File: src/rtl/dbg_pkg.sv
// ---------------------------------------------------------------------------
// dbg_pkg
//  Shared constants and types for the debug harness.
//  - NUM_INSTRS / NUM_BYTES: single definition of the code ROM size, used by
//    the harness ROM and by the ROM load controller.
//  - Byte and ROM address widths.
//  - State encoding of the code ROM load controller FSM.
// ---------------------------------------------------------------------------
package dbg_pkg;

   localparam int DBG_NUM_INSTRS = 11;
   localparam int DBG_NUM_BYTES  = DBG_NUM_INSTRS * 4;
   localparam int DBG_ADDR_W     = 12;
   localparam int DBG_BYTE_W     = 8;

   typedef enum logic [1:0] {
      LD_IDLE  = 2'd0,
      LD_LOAD  = 2'd1,
      LD_FLUSH = 2'd2,
      LD_DONE  = 2'd3
   } load_state_e;

endpackage

File: src/rtl/code_rom_load_ctrl.sv
// ---------------------------------------------------------------------------
// code_rom_load_ctrl
//  Sequences host programming of the debug harness code ROM. A load is
//  opened with load_start (base/len), bytes then arrive over a valid/ready
//  stream and are written to consecutive ROM byte addresses one cycle after
//  each handshake. The block owns program_rom_mode (ROM address mux) and
//  cpu_hold while loading, and reports done, a sticky error and an 8-bit
//  checksum of the accepted bytes.
//
//  Ports
//   clk, reset        clock, async active-high reset
//   load_start        1-cycle pulse, samples load_base / load_len
//   load_base/len     first ROM byte address / byte count
//   abort             cancel a load in progress
//   byte_valid/data   host byte stream
//   byte_ready        block accepts a byte this cycle
//   rom_we/addr/wdata ROM byte write port (registered)
//   program_rom_mode  ROM address mux selects the host address
//   cpu_hold          hold the CPU while loading
//   load_busy         load in progress
//   load_done         1-cycle pulse after the final write
//   load_error        sticky: bad range or abort
//   checksum          sum mod 256 of accepted bytes
// ---------------------------------------------------------------------------
module code_rom_load_ctrl
   import dbg_pkg::*;
#(
   parameter int NUM_BYTES = DBG_NUM_BYTES,
   parameter int ADDR_W    = DBG_ADDR_W
) (
   input  logic              clk,
   input  logic              reset,
   input  logic              load_start,
   input  logic [ADDR_W-1:0] load_base,
   input  logic [ADDR_W-1:0] load_len,
   input  logic              abort,
   input  logic              byte_valid,
   input  logic [7:0]        byte_data,
   output logic              byte_ready,
   output logic              rom_we,
   output logic [ADDR_W-1:0] rom_addr,
   output logic [7:0]        rom_wdata,
   output logic              program_rom_mode,
   output logic              cpu_hold,
   output logic              load_busy,
   output logic              load_done,
   output logic              load_error,
   output logic [7:0]        checksum
);

   // Range bound in ADDR_W+1 bits so base+len cannot wrap past the check.
   localparam logic [ADDR_W:0] MAX_END = (ADDR_W+1)'(NUM_BYTES);

   load_state_e       state_q, state_d;
   logic [ADDR_W-1:0] addr_q, addr_d;
   logic [ADDR_W-1:0] rem_q, rem_d;
   logic [7:0]        csum_q, csum_d;
   logic              we_q, we_d;
   logic [ADDR_W-1:0] waddr_q, waddr_d;
   logic [7:0]        wdata_q, wdata_d;
   logic              err_q, err_d;

   logic              ready_c;
   logic              hs_c;
   logic [ADDR_W:0]   end_c;

   always_comb begin
      state_d = state_q;
      addr_d  = addr_q;
      rem_d   = rem_q;
      csum_d  = csum_q;
      we_d    = 1'b0;
      waddr_d = waddr_q;
      wdata_d = wdata_q;
      err_d   = err_q;

      // abort masks ready directly so the byte offered alongside it is never taken
      ready_c = (state_q == LD_LOAD) && !abort;
      hs_c    = byte_valid && ready_c;
      end_c   = {1'b0, load_base} + {1'b0, load_len};

      unique case (state_q)
         LD_IDLE: begin
            if (load_start) begin
               if ((load_len == '0) || (end_c > MAX_END)) begin
                  err_d = 1'b1;
               end else begin
                  state_d = LD_LOAD;
                  addr_d  = load_base;
                  rem_d   = load_len;
                  csum_d  = 8'd0;
                  err_d   = 1'b0;
               end
            end
         end
         LD_LOAD: begin
            if (abort) begin
               state_d = LD_IDLE;
               err_d   = 1'b1;
            end else if (hs_c) begin
               we_d    = 1'b1;
               waddr_d = addr_q;
               wdata_d = byte_data;
               addr_d  = addr_q + 1'b1;
               rem_d   = rem_q - 1'b1;
               csum_d  = csum_q + byte_data;
               if (rem_q == ADDR_W'(1)) state_d = LD_FLUSH;
            end
         end
         // FLUSH exists so the last registered write still sees program_rom_mode
         LD_FLUSH: state_d = LD_DONE;
         LD_DONE:  state_d = LD_IDLE;
         default:  state_d = LD_IDLE;
      endcase
   end

   always_ff @(posedge clk or posedge reset) begin
      if (reset) begin
         state_q <= LD_IDLE;
         addr_q  <= '0;
         rem_q   <= '0;
         csum_q  <= '0;
         we_q    <= 1'b0;
         waddr_q <= '0;
         wdata_q <= '0;
         err_q   <= 1'b0;
      end else begin
         state_q <= state_d;
         addr_q  <= addr_d;
         rem_q   <= rem_d;
         csum_q  <= csum_d;
         we_q    <= we_d;
         waddr_q <= waddr_d;
         wdata_q <= wdata_d;
         err_q   <= err_d;
      end
   end

   assign byte_ready       = ready_c;
   assign rom_we           = we_q;
   assign rom_addr         = waddr_q;
   assign rom_wdata        = wdata_q;
   assign program_rom_mode = (state_q == LD_LOAD) || (state_q == LD_FLUSH);
   assign load_busy        = (state_q != LD_IDLE);
   assign cpu_hold         = (state_q != LD_IDLE);
   assign load_done        = (state_q == LD_DONE);
   assign load_error       = err_q;
   assign checksum         = csum_q;

endmodule
File: config.mk
export PLATFORM = sky130hd
export DESIGN_NAME = code_rom_load_ctrl
export DESIGN_NICKNAME = d
export VERILOG_FILES = /design/src/rtl/dbg_pkg.sv /design/src/rtl/code_rom_load_ctrl.sv
export SDC_FILE = /design/constraint.sdc
export NUM_CORES = 1
export LEC_CHECK = 0
export CAP_MARGIN = 20
export CORE_MARGIN = 2
export CORE_UTILIZATION = 48
export DETAILED_ROUTE_END_ITERATION = 12
export PLACE_DENSITY = 0.82
export SLEW_MARGIN = 20
export SYNTH_ARGS = -nofsm -noshare
export SYNTH_HDL_FRONTEND = slang
export SYNTH_SLANG_ARGS = --single-unit
export TNS_END_PERCENT = 20
File: constraint.sdc
create_clock -name clk -period 2 [get_ports clk]
set_input_delay 0.5 -clock clk [delete_from_list [all_inputs] [get_ports clk]]
set_output_delay 0.5 -clock clk [all_outputs]
set_load 0.01 [all_outputs]
# ---- After elaboration in Yosys (flattened, before gate mapping)
# Cells that the tools add are included.
dict set report classes {
  n_addsub 4
  n_lt_le_gt_ge 1
  n_eq_ne 11
  muxes 28
  bitwise_logic 1
  reduce_logical 13
}
# op count
set op_table {}
lappend op_table {{12-bit 2-to-1 mux} 8}
lappend op_table {{12-bit case mux with 2 select lines} 2}
lappend op_table {{8-bit 2-to-1 mux} 4}
lappend op_table {{8-bit case mux with 2 select lines} 1}
lappend op_table {{12-bit by 12-bit adder with 13-bit output} 1}
lappend op_table {{13-bit by 6-bit > comparator with 1-bit output, second input constant} 1}
lappend op_table {{12-bit by 1-bit adder with 12-bit output, second input constant} 1}
lappend op_table {{12-bit by 1-bit == test with 1-bit output, second input constant} 1}
lappend op_table {{12-bit logical NOT} 1}
lappend op_table {{12-bit by 1-bit subtractor with 12-bit output, second input constant} 1}
lappend op_table {{2-bit 2-to-1 mux} 5}
lappend op_table {{2-bit != test, second input constant} 5}
lappend op_table {{8-bit adder} 1}
lappend op_table {{2-bit case mux with 4 select lines} 1}
lappend op_table {{1-bit 2-to-1 mux} 6}
lappend op_table {{3-bit AND reduction} 2}
lappend op_table {{5-bit AND reduction} 1}
lappend op_table {{2-bit == test, second input constant} 2}
lappend op_table {{4-bit AND reduction} 1}
lappend op_table {{2-bit nonzero test} 2}
lappend op_table {{3-bit by 2-bit != test with 1-bit output, second input constant} 1}
lappend op_table {{3-bit != test, second input constant} 1}
lappend op_table {{2-bit by 1-bit == test with 1-bit output, second input constant} 1}
lappend op_table {{1-bit logical AND} 2}
lappend op_table {{5 further kinds} 6}
dict set report totals {
  register_bits 56
  inputBits 37
  out_inout_bits 35
}

# ---- Logic depth before layout (Yosys ltp)
# Gate-level depths: netlist of the first run.
dict set report depth {
  ltp_word 6
  mapped_depth 11
  depth_no_buf 10
}

# ---- Least setup slack after synthesis of the first run
# Ideal clock, no wire load.
dict set report synth_timing {
  path_kind {input-to-reg}
  start {input load_base[0]}
  end {register csum_q[0], in the netlist checksum[0]}
  arrival_time_ns 3.024
  required_ns 1.921
  slack_ns -1.103
  stages 11
  path_buffers 1
  cell_sequence {ha_1 -> fa_1 -> a21o_1 -> a221oi_2 -> a21oi_2 -> xor2_1 -> a2111oi_4 -> a31oi_4 -> a21oi_4 -> buf_8 -> mux2i_1}
}
dict set report synth_via {
  elab_chain_len 5
}
# item line_no
set synth_rtl {}
lappend synth_rtl {{start, declared} code_rom_load_ctrl.sv:34} ;# input logic [ADDR_W-1:0] load_base,
lappend synth_rtl {{12-bit by 12-bit adder with 13-bit output} code_rom_load_ctrl.sv:80} ;# end_c = {1'b0, load_base} + {1'b0, load_len};
lappend synth_rtl {{13-bit by 6-bit > comparator with 1-bit output} code_rom_load_ctrl.sv:85} ;# if ((load_len == '0) || (end_c > MAX_END)) begin
lappend synth_rtl {{1-bit logical OR} code_rom_load_ctrl.sv:85}
lappend synth_rtl {{2-bit != test (no line)} --}
lappend synth_rtl {{5-bit AND reduction (no line)} --}
lappend synth_rtl {{end signal, assigned} code_rom_load_ctrl.sv:131} ;# csum_q <= csum_d;
lappend synth_rtl {{end, declared} code_rom_load_ctrl.sv:57} ;# logic [7:0] csum_q, csum_d;
# Every way passes these cells.
# A chain may end at the register's enable or synchronous reset.

# ---- Worst setup path after layout of the first run
dict set report layout_timing {
  start {input load_len[0]}
  end {register rem_q[0]}
}
dict set report layout_via {
  elab_chain_len 5
}
# item line_no
set layout_rtl {}
lappend layout_rtl {{start, declared} code_rom_load_ctrl.sv:35} ;# input logic [ADDR_W-1:0] load_len,
lappend layout_rtl {{12-bit by 12-bit adder with 13-bit output} code_rom_load_ctrl.sv:80}
lappend layout_rtl {{13-bit by 6-bit > comparator with 1-bit output} code_rom_load_ctrl.sv:85}
lappend layout_rtl {{1-bit logical OR} code_rom_load_ctrl.sv:85}
lappend layout_rtl {{2-bit != test (no line)} --}
lappend layout_rtl {{5-bit AND reduction (no line)} --}
lappend layout_rtl {{end signal, assigned} code_rom_load_ctrl.sv:130} ;# rem_q <= rem_d;
lappend layout_rtl {{end, declared} code_rom_load_ctrl.sv:56} ;# logic [ADDR_W-1:0] rem_q, rem_d;
# Parallel ways exist; a longest one is shown, timed or not. The select of a mux whose other input is x is not followed.

==> results of run 1 <==
-- cells in the mapped netlist (2+ instances only) --
library cell  number
a2111oi_4          2
a211oi_1           2
a21o_1             5
a21oi_1           33
a31o_2             2
a31oi_1           20
and3_1             3
buf_1              2
buf_4              4
clkbuf_1          14
dfrtp_1           56
fa_1               2
ha_1              27
inv_1             24
mux2i_1           11
nand2_1           99
nand2b_1           6
nand3_1           19
nand4_1            6
nor2_1            14
nor2b_1            2
nor3_1            14
nor4_1             5
o21a_1             3
o21ai_0           26
o22ai_1            8
o31ai_1            2
or3_1              3
xnor2_1            7
xor2_1             4
-- power by group through the flow --
stage | clock (mW) | sequential, mW | combinational [mW]
final | 0.672 | 2.14 | 4.87
after global routing | 0.715 | 2.20 | 5.24
after CTS | 0.670 | 2.09 | 4.31
after detailed placement | 0 | 2.11 | 4.17
after global placement | 0 | 2.07 | 4.02
after floorplan | 0 | 2.15 | 2.27
-- registers in the layout, indices dropped and copies added (netlist names), named ones only --
signal      count
rom_addr       12
rom_wdata       8
state_q         1
rem_q          12
checksum        8
addr_q         12
load_error      1
rom_we          1
-- kinds of logic after synthesis --
| family | Yosys count | synth area share |
|---|---|---|
| buf+inv | 48 | 0.05665 |
| compound gates | 118 | 0.2072 |
| simple gates | 177 | 0.2105 |
| xor+xnor | 11 | 0.02536 |
| mux | 12 | 0.03195 |
| fa+ha+maj | 29 | 0.09947 |
| flops | 56 | 0.3689 |
-- through the flow --
step | area, µm² | utilization | hold WS, ps
global route | 5849 | 0.7609 | 451.4
finish | 5849 | 0.7609 | 420.2
CTS | 5559 | 0.7231 | 429.2
floorplan | 3821 | - | 454.3
global placement | 5284 | 0.6873 | 456.6
detailed placement | 5284 | 0.6873 | 462.4
-- worst max-delay path, cell delays in order --
cell and delay, ps:
buf_8 100, ha_4 150, fa_2 380, a21o_4 240, a21oi_2 160, xor2_1 190, o31ai_2 130, a2111oi_4 390
buf_4 200, a31o_4 260, nand2_2 100, a221o_1 350
-- per-layer routing --
metal / vias to the layer above / GRT usage / routed length, µm
li1: 1929 / - / -
met1: 1997 / 0.3449 / 5279
met2: 243 / 0.4777 / 6502
met3: 41 / 0.04312 / 875
met4: 0 / 0.1066 / 368
met5: - / 0 / 0
-- layout make-up --
| cell class | instances | share of cell area |
|---|---|---|
| Tap cell | 102 | 0.02182 |
| Timing Repair Buffer | 179 | 0.2785 |
| Inverter | 25 | 0.01604 |
| Multi-Input combinational cell | 347 | 0.4278 |
| Sequential cell | 56 | 0.2398 |
| Clock inverter | 1 | 0.001283 |
| Clock buffer | 7 | 0.01476 |
-- how the worst max path moves through the flow --
stage	slack, ps	start	end
global placement	-1400	load_base[1]	addr_q[6]
global route	-1070	load_base[0]	checksum[2]
finish	-950	load_len[0]	rem_q[0]
detailed placement	-1530	load_len[0]	rem_q[10]
floorplan	-910	load_base[0]	checksum[0]
CTS	-790	load_len[4]	state_q[0]
-- timing repair --
| action | in CTS | in global routing |
|---|---|---|
| hold endpoints to repair | 0 | 0 |
| cloned | 1 | 2 |
| gates resized for setup | 64 | 44 |
| setup endpoints to repair | 39 | 39 |
| pin swaps | 25 | 23 |
| buffers inserted | 4 | 7 |
==> impl_metrics.yaml, run 1 <==
status:
  status: "complete, but fails checks"
  violations: "negative setup slack"
sta:
  tightest_slew_ps: 429.1
  min_period_ps: 2949
  period_share: 1.474
  setup_viol: 35
  slew_headroom: 0.7109
  rsz0062_at_grt: "true"
  drv_slew: 0
  setup_slack_ps: -948.6
  tns_ps: -30140
  hold_viol: 0
  fmax_mhz: 339.1
  fin_skew_ps: 13.30
route:
  first_pass_iters: 5
  wl_per_cell_um: 18.17
  drt_wl_total_um: 13030
  vias_per_cell: 5.872
  drc: 0
  first_iter_violations: 514
  postRouteAntennaNets: 0
  route.vias.total: 4210
grt:
  grt_overflow: 0
  antenna_found_initial: 0
  grt_util_all_layers: 0.2759
  grt_pass1_vias: 3972
  grt_max_degree: 66
  grt_pass1_wl_um: 18970
power:
  p_switching_mw: 3.373
  p_int_mw: 4.312
  p_total_mw: 7.685
  combPwrFrac: 0.634
  power_density_nw_per_um2: 1314
  seq_power_share: 0.279
  power.leakage_nw: 2.715
  power_frac_clock: 0.087
  swShare: 0.4389
  peakVddDrop_v: 0.0005650
clock_network:
  clockBufferDepth: 2
  cts_buffers: 5
  cts-hold-fix-buffers: 0
  cts-root-buf: "clkbuf_8"
  cts_tree: "done"
  path_clk_slew_ps: 110
  clock_sinks: 56
  htree_levels: 2
  clock_latency_ps: 320
cells_and_area:
  multi_input_area_um2: 2502
  fin_cells: 717
  fill_cells: 525
  antenna_cells: 0
  final_common_cell: "nand2_1"
  area_delta_synth_final_pct: 53.99
  area.sequential_um2: 1403
  drive_gt1_frac: 0.2927
  final_cell_mix: "nand2_1 (98), buf_4 (97), dfrtp_1 (55)"
  num-nets-final: 680
logic_synthesis:
  synth_edf_count: 0
  ys_seq_elements: 56
  synthesis.instances: 451
  synth_area_leaders: "dfrtp_1 (37%), nand2_1 (9.8%), ha_1 (8.9%)"
  yosys.area.top_type_share: 0.3689
  synthArstFlopShare: 1.000
  yosysSeqAreaShare: 0.3689
  synth_ff_type: "dfrtp_1"
  synth_area_um2: 3799
  synth_area_per_cell_um2: 8.423
  ys_types: 56
  yosysTopAreaCell: "dfrtp_1"
  yosysWarningCount: 0
  synth_nets: 517
floorplan:
  io_pins: 72
  core-area_um2: 7687
  die_h_um: 92.96
  rows: 32
  fp.dieW_um: 92.96
  die_area_um2: 8642
  initial_core_util: 0.4941
placed_design:
  place_hpwl_um: 8678
  dp.cells: 695
  post-place-ws_ps: -1526
  io_buffers: 71
  gp_congestion: 0.9682
setup_path:
  cp-end-kind: "register"
  reg2reg_from: "checksum[1]"
  r2r_cells: 10
  crit_type: "primary input to register"
  rrSetupSlack_ps: -440
  r2r-end: "checksum[7]"
  required_ps: 2210
  cp.arrival_ps: 3160
  cp-start-kind: "primary input"
  worstPathMaxFanout: 7
run:
  drv_cap: 0
worst_hold_path:
  min_path_type: "primary input to async pin"
No activity file was read; power rests on OpenSTA's default activity.
==> run 2: changes to the inputs <==
- TNS_END_PERCENT: 20 -> 100
==> impl_metrics.yaml, run 2 (synthesis results as in run 1) <==
power:
  power.leakage_nw: 2.809
  combPwrFrac: 0.664
  p_total_mw: 9.381
  p_switching_mw: 4.272
  peakVddDrop_v: 0.0006677
  power_density_nw_per_um2: 1487
  swShare: 0.4554
  seq_power_share: 0.240
  p_int_mw: 5.109
  power_frac_clock: 0.095
sta:
  fmax_mhz: 340.1
  tightest_slew_ps: 763.7
  setup_viol: 37
  setup_slack_ps: -940.0
  period_share: 1.470
  fin_skew_ps: 18.64
  rsz0062_at_grt: "true"
  slew_headroom: 0.4870
  tns_ps: -29890
  min_period_ps: 2940
  drv_slew: 0
  hold_viol: 0
placed_design:
  place_hpwl_um: 8291
  dp.cells: 691
  gp_congestion: 0.9147
  io_buffers: 71
  post-place-ws_ps: -1476
clock_network:
  path_clk_slew_ps: 110
  cts-hold-fix-buffers: 0
  cts_tree: "done"
  clock_latency_ps: 320
  cts_buffers: 5
  clockBufferDepth: 2
  clock_sinks: 56
  cts-root-buf: "clkbuf_8"
  htree_levels: 2
cells_and_area:
  fin_cells: 723
  final_common_cell: "nand2_1"
  num-nets-final: 687
  antenna_cells: 0
  fill_cells: 402
  final_core_util: 0.8208
  area_delta_synth_final_pct: 66.11
  final_cell_mix: "nand2_1 (98), buf_4 (97), dfrtp_1 (56)"
  drive_gt1_frac: 0.3543
setup_path:
  crit_type: "primary input to register"
  worstSetupStartpoint: "load_base[0]"
  cp.arrival_ps: 3170
  cp-end-kind: "register"
  worstPathMaxFanout: 7
  required_ps: 2230
  r2r_cells: 9
  cp-start-kind: "primary input"
  r2r-end: "checksum[7]"
  rrSetupSlack_ps: -390
  reg2reg_from: "checksum[1]"
grt:
  antenna_found_initial: 0
  grt_pass1_wl_um: 22270
  grt_overflow: 0
  grt_util_all_layers: 0.3277
  grt_max_degree: 66
  grt_pass1_vias: 4444
status:
  status: "complete, but fails checks"
  violations: "negative setup slack"
run:
  drv_cap: 0
route:
  wl_per_cell_um: 22.45
  drt_wl_total_um: 16230
  drc: 0
  postRouteAntennaNets: 0
  route.vias.total: 4697
  first_pass_iters: 7
  first_iter_violations: 715
  vias_per_cell: 6.497
worst_hold_path:
  min_path_type: "register to register"
floorplan:
  die_h_um: 92.96
  io_pins: 72
  core-area_um2: 7687
  initial_core_util: 0.4941
  fp.dieW_um: 92.96
  die_area_um2: 8642
  rows: 32
==> run 2: cell types whose count changed in the layout (fill, tap and decap cells not counted), sizes merged, moves of 2 or more <==
cell / before / now
dlymetal6s2s: 8 / 4
bufinv: 0 / 2
clkdlybuf4s50: 44 / 46
clkdlybuf4s15: 3 / 1
dlygate4sd2: 12 / 10
buf: 109 / 121
==> run 2: repair_timing <==
| action | CTS | global route |
|---|---|---|
| setup buffers | 11 | 14 |
| resized for setup | 85 | 86 |
| pin swaps | 15 | 20 |
| gates cloned | 5 | 1 |
| endpoints found under the setup margin | 39 | 36 |
==> run 2: cell type report <==
cell class	instances	area [µm²]	share of cell area
clock buffer	5	68.82	0.01091
clock inverter	2	60.06	0.009518
tap	102	127.6	0.02023
timing repair buffer	186	1768	0.2802
multi-input combinational	347	2790	0.4422
inverter	25	93.84	0.01487
sequential	56	1401	0.2221
==> run 2: worst min-delay path by stage <==
stage | startpoint | endpoint | depth (start not counted)
finish | rom_addr[9] | rom_addr[9] | 2
global route | rom_addr[0] | rom_addr[0] | 2
CTS | rom_addr[10] | rom_addr[10] | 2
detailed placement | rom_addr[10] | rom_addr[10] | 2
global placement | rom_addr[3] | rom_addr[3] | 2
floorplan | addr_q[8] | rom_addr[8] | 2
==> run 2: power by group through the flow <==
stage	registers (mW)	logic [mW]	clock network (mW)
floorplan	2.15	2.37	0
global placement	2.07	4.02	0
detailed placement	2.10	4.19	0
CTS	2.07	5.01	0.869
global route	2.28	6.50	0.928
finish	2.25	6.23	0.895
==> run 2: routing by layer <==
metal | GRT usage | share of wire | up-vias
li1 | - | - | 1938
met1 | 0.3949 | 0.36 | 2222
met2 | 0.5719 | 0.47 | 395
met3 | 0.05370 | 0.098 | 142
met4 | 0.1495 | 0.070 | 0
met5 | 0 | 0 | -
==> run 2: worst max-delay path, cell delays in order <==
cell and delay (ps):
buf_8 100, ha_4 150, fa_2 360, a21o_1 200
a221oi_2 360, a21oi_2 120, xor2_2 170, a2111oi_4 220
buf_4 170, a31o_4 240, buf_12 150, buf_16 130
a31oi_4 80, a31oi_2 200
==> run 2: through the flow <==
step | area [µm²] | hold WS [ps]
3_3_place_gp | 5291 | 455.8
4_1_cts | 5866 | 486.8
3_5_place_dp | 5291 | 461.5
2_1_floorplan | 3870 | 454.3
6_report | 6310 | 485.5
5_1_grt | 6310 | 501.8
